===== src/rtl/clkdiv_multi_chan.sv =====
// Multi-channel programmable clock divider with power-on reset stretcher and phase-align strobe.
// Optional macro CLKDIV_PHASE_EN adds per-channel phase registers loaded into the counter by sync_start.
module clkdiv_multi_chan #(
    parameter int NCH = 4,
    parameter int DIVW = 8,
    parameter int RST_LEN = 65535,
    localparam int CHW = (NCH > 1) ? $clog2(NCH) : 1
) (
    input  logic            clk,
    input  logic            rstn,
    input  logic            cfg_we,
    input  logic [CHW:0]    cfg_addr,
    input  logic [DIVW-1:0] cfg_data,
    input  logic            sync_start,
    output logic [NCH-1:0]  div_out,
    output logic [NCH-1:0]  tick,
    output logic            rst_out
);

    localparam int SW = $clog2(RST_LEN + 1);
    localparam logic [SW-1:0] RST_MAX = RST_LEN[SW-1:0];
    localparam logic [CHW:0] NCH_LIM = NCH[CHW:0];

    logic [SW-1:0]   stretch_cnt;
    logic [DIVW-1:0] shadow_d [NCH];
    logic [DIVW-1:0] active_d [NCH];
    logic [DIVW-1:0] cnt      [NCH];
    logic [DIVW-1:0] cnt_init [NCH];

    logic            cfg_sel;
    logic [CHW-1:0]  cfg_ch;
    logic            cfg_ok;

    assign cfg_sel = cfg_addr[CHW];
    assign cfg_ch  = cfg_addr[CHW-1:0];
    assign cfg_ok  = cfg_we && ({1'b0, cfg_ch} < NCH_LIM);

    // rst_out compares the pre-increment count, so it drops RST_LEN edges after release
    always_ff @(posedge clk) begin
        if (!rstn) begin
            stretch_cnt <= '0;
            rst_out     <= 1'b1;
        end else begin
            if (stretch_cnt != RST_MAX) begin
                stretch_cnt <= stretch_cnt + SW'(1);
            end
            rst_out <= (stretch_cnt != RST_MAX);
        end
    end

    always_ff @(posedge clk) begin
        if (!rstn) begin
            for (int i = 0; i < NCH; i++) begin
                shadow_d[i] <= '0;
            end
        end else begin
            for (int i = 0; i < NCH; i++) begin
                if (cfg_ok && !cfg_sel && (cfg_ch == CHW'(i))) begin
                    shadow_d[i] <= cfg_data;
                end
            end
        end
    end

`ifdef CLKDIV_PHASE_EN
    logic [DIVW-1:0] phase [NCH];

    always_ff @(posedge clk) begin
        if (!rstn) begin
            for (int i = 0; i < NCH; i++) begin
                phase[i] <= '0;
            end
        end else begin
            for (int i = 0; i < NCH; i++) begin
                if (cfg_ok && cfg_sel && (cfg_ch == CHW'(i))) begin
                    phase[i] <= cfg_data;
                end
            end
        end
    end

    // A phase at or beyond the new half-period would never match, so it falls back to 0
    always_comb begin
        for (int i = 0; i < NCH; i++) begin
            cnt_init[i] = '0;
            if (phase[i] < shadow_d[i]) begin
                cnt_init[i] = phase[i];
            end
        end
    end
`else
    always_comb begin
        for (int i = 0; i < NCH; i++) begin
            cnt_init[i] = '0;
        end
    end
`endif

    // active_d == 0 is the OFF state; new half-periods are only adopted on a falling toggle
    always_ff @(posedge clk) begin
        if (!rstn) begin
            div_out <= '0;
            tick    <= '0;
            for (int i = 0; i < NCH; i++) begin
                active_d[i] <= '0;
                cnt[i]      <= '0;
            end
        end else begin
            for (int i = 0; i < NCH; i++) begin
                tick[i] <= 1'b0;
                if (rst_out) begin
                    div_out[i]  <= 1'b0;
                    active_d[i] <= '0;
                    cnt[i]      <= '0;
                end else if (sync_start && ((active_d[i] != '0) || (shadow_d[i] != '0))) begin
                    div_out[i]  <= 1'b0;
                    active_d[i] <= shadow_d[i];
                    cnt[i]      <= cnt_init[i];
                end else if (active_d[i] == '0) begin
                    div_out[i] <= 1'b0;
                    if (shadow_d[i] != '0) begin
                        active_d[i] <= shadow_d[i];
                        cnt[i]      <= '0;
                    end
                end else if (cnt[i] == (active_d[i] - DIVW'(1))) begin
                    cnt[i] <= '0;
                    if (div_out[i]) begin
                        div_out[i]  <= 1'b0;
                        active_d[i] <= shadow_d[i];
                    end else begin
                        div_out[i] <= 1'b1;
                        tick[i]    <= 1'b1;
                    end
                end else begin
                    cnt[i] <= cnt[i] + DIVW'(1);
                end
            end
        end
    end

endmodule


===== config.mk =====
export PLATFORM = sky130hd
export DESIGN_NAME = clkdiv_multi_chan
export DESIGN_NICKNAME = d
export VERILOG_FILES = /design/src/rtl/clkdiv_multi_chan.sv
export SDC_FILE = /design/constraint.sdc
export NUM_CORES = 1
export LEC_CHECK = 0
export CAP_MARGIN = 0
export CORE_MARGIN = 2
export CORE_UTILIZATION = 55
export DETAILED_ROUTE_END_ITERATION = 8
export HOLD_SLACK_MARGIN = 0.08
export PLACE_DENSITY = 0.78
export SYNTH_ARGS = -nofsm -noshare
export SYNTH_HDL_FRONTEND = slang
export SYNTH_SLANG_ARGS = --single-unit

===== constraint.sdc =====
create_clock -name clk -period 2.95 [get_ports clk]
set_input_delay 0.4425 -clock clk [delete_from_list [all_inputs] [get_ports clk]]
set_output_delay 0.4425 -clock clk [all_outputs]
set_load 0.02 [all_outputs]

==> metrics.yaml <==
slowest_stage: "nand3_1"
die-width_microns: 112.0
grt_use_total: 0.2117
p_int_mw: 3.313
p_total_mw: 4.100
antenna_found_initial: 0
path_clk_slew_ns: 0.05
grt_pass1_vias: 4582
antenna_left: 0
placedCellCount: 760
busiest_layer: "met2"
finalCriticalPeriod_ns: 2.765
gp_congestion: 0.8981
met1_usage: 0.2786
cts.htree.levels: 4
async_flop_share: 0
status: "complete, no violations"
area_growth_pct: 17.45
die_h_microns: 112.0
yosys_warnings: 0
cp_top_family: "compound AO/OA/AOI/OAI gates"
clkLatencyLatePin_ns: 0.41
fin_ws_ns: 0.1848
clockPowerShare: 0.523
max-vdd-ir-drop_uv: 388.2
fill_cells: 839
slew_headroom: 0.3890
crit_arrival_ns: 2.83
synth-compound-area-share: 0.1076
finalCritPeriodShare: 0.9374
ys_seq_elements: 121
rsz0062_at_grt: "false"
drt_iter0_drc: 315
endpoint_kind: "flip-flop"
synthSimpleGateAreaFrac: 0.2215
cts_tree: "built"
grt_util_met2: 0.3588
synth.most_common_cell: "edfxtp_1"
drc: 0
cts_hold_buf: 0
cts_root_buf: "clkbuf_16"
slowest_delay_ns: 0.41
synth_area_sq_um: 6417
drive_above_1_share: 0.09677
cts_buffers: 17
start_util: 0.5620
setup_tns_ns: 0
drt_wl_total_mm: 12.88
synth_edf_count: 96
netSwitchingFraction: 0.1918
final_net_count: 666
cp_cell_sequence: "inv_1, ha_1, o21ba_2, a221o_1, a211oi_1, nand4_1, nand3_1"
detailroute.via_count: 4683
path_class: "flip-flop to flip-flop"
pre_cts_slack_ns: 0.2334
synthCells: 590
diodes: 0
clkSinkCount: 121
ys_top_cells_by_area: "edfxtp_1 45%, dfxtp_1 7.8%, xor2_1 4.9%"
cts_buffer_depth: 2
critPathLaunchType: "flip-flop"
ys_types: 62
core_area_sq_um: 11420
grt_max_degree: 17
p_leak_nw: 2.868
firstDrtPassIters: 5
combPwrFrac: 0.019
synth_top_family_by_area: "simple AND/OR/NAND/NOR gates"
worstMarginPinSlew_ns: 0.9088
wl_per_cell_microns: 16.22
ys.flop_type: "edfxtp_1"
worstPathRequired_ns: 3.02
grt-ovfl-total: 0
stdcell_count: 794
synthAdderAreaFrac: 0.02535
yosysSeqAreaShare: 0.5272
p_switching_uw: 786.3
grtUsageMet3: 0.04590
muxShareOfSynthArea: 0.01228
setup_viol: 0
slew_viol_final: 0
io_pins: 24
timing.hold.ws_ns: 0.5051
synth.top_cell.area_share: 0.4492
fin_worst_skew_ns: 0.009798
vias_per_cell: 5.898
syn_area_per_cell_sq_um: 10.88
synthXorXnorAreaFrac: 0.08735
max-cap-violations: 0
dp_hpwl_mm: 9.042
hold_viol: 0
seqPwrFrac: 0.459
fmax_ghz: 0.3616
io_buffer_count: 23
grt_pass1_wl_mm: 21.50
syn-num-nets: 618
p_per_area_nw_per_um2: 543.9
synthTopCellsByCount: "96 x edfxtp_1, 41 x nand2_1, 37 x and2_1, 37 x nor3_1, 36 x xor2_1"
row_count: 39
critPathMaxFanout: 9
hold_path.class: "flip-flop to flip-flop"
synth_top_area_cell: "edfxtp_1"
die_area_sq_um: 12550
cp_num_buf_inv: 1
==> cells by family (layout without fill, tap and decap cells) <==
group	after synthesis	in the layout
AND/OR/NAND/NOR	262	262
buffers and inverters	27	88
adder cells (fa/ha/maj)	13	13
flip-flops	121	121
AO/OA/AOI/OAI	98	98
XOR/XNOR	62	62
multiplexers	7	7
==> placed cells by master (no fill, tap or decap), types with 4 or more instances in the layout <==
master,count
a21boi_0,24
a21oi_1,14
and2_1,37
and3_1,19
buf_4,18
clkbuf_16,20
clkdlybuf4s50_1,23
dfxtp_1,25
edfxtp_1,96
ha_1,13
inv_1,15
nand2_1,41
nand2b_1,5
nand3_1,32
nand4_1,6
nor2_1,30
nor2b_1,5
nor3_1,37
nor3b_1,7
nor4_1,16
o211a_1,4
o211ai_1,7
o21ai_0,19
o31ai_1,5
or3_1,9
xnor2_1,25
xor2_1,36
==> worst reg2reg max path, delay by kind of cell, from the launching register on <==
kind / cells / cell delay [ns]
AO/OA/AOI/OAI: 3 / 0.91
adder cells (fa/ha/maj): 1 / 0.25
buffers and inverters: 1 / 0.09
flip-flops: 1 / 0.40
AND/OR/NAND/NOR: 2 / 0.76
==> final timing paths <==
kind	from	to	slack, ns	cells past startpoint
setup / recovery	active_d[1][0]	active_d[1][2]	0.18	7
hold / removal	stretch_cnt[5]	stretch_cnt[5]	0.51	2
setup reg to reg	active_d[1][0]	active_d[1][2]	0.18	7
hold reg to reg	stretch_cnt[5]	stretch_cnt[5]	0.51	2
==> state kept, by name, summed over array words and instances (netlist names) <==
name and count:
active_d 32, cnt 32, div_out 4, rst_out 1
shadow_d 32, stretch_cnt 16, tick 4
==> cell type report <==
class / count / area, sq um / area share
sequential: 121 / 3383 / 0.4489
multi-input combinational: 442 / 2923 / 0.3878
clock buffer: 23 / 521.8 / 0.06922
timing repair buffer: 41 / 365.4 / 0.04847
tap: 143 / 178.9 / 0.02374
clock inverter: 9 / 108.9 / 0.01444
inverter: 15 / 56.30 / 0.007470
==> through the flow <==
step,area [sq um],util
final,7537,0.6601
after global routing,7537,0.6601
after CTS,7513,0.6580
after detailed placement,6883,0.6028
after global placement,6883,0.6028
after floorplan,6417,-
==> routing by layer <==
layer	vias up	share of wire
li1	2295	-
met1	2252	0.45
met2	116	0.49
met3	20	0.039
met4	0	0.014
met5	-	0
==> power groups by stage <==
stage / Clock [mW] / Combinational, mW / Sequential [mW]
6_report: 2.14 / 0.0774 / 1.88
3_5_place_dp: 0 / 0.0775 / 1.91
5_1_grt: 2.24 / 0.0855 / 1.88
3_3_place_gp: 0 / 0.0752 / 1.91
4_1_cts: 2.16 / 0.0776 / 1.88
2_1_floorplan: 0 / 0.0323 / 1.91
==> repair_timing <==
item | 4_1_cts | 5_1_grt
buffers inserted | 0 | 2
setup endpoints to repair | 0 | 8
gates resized for setup | 0 | 1
hold endpoints to repair | 0 | 0
Note: power is estimated with default switching activity, not from simulation.
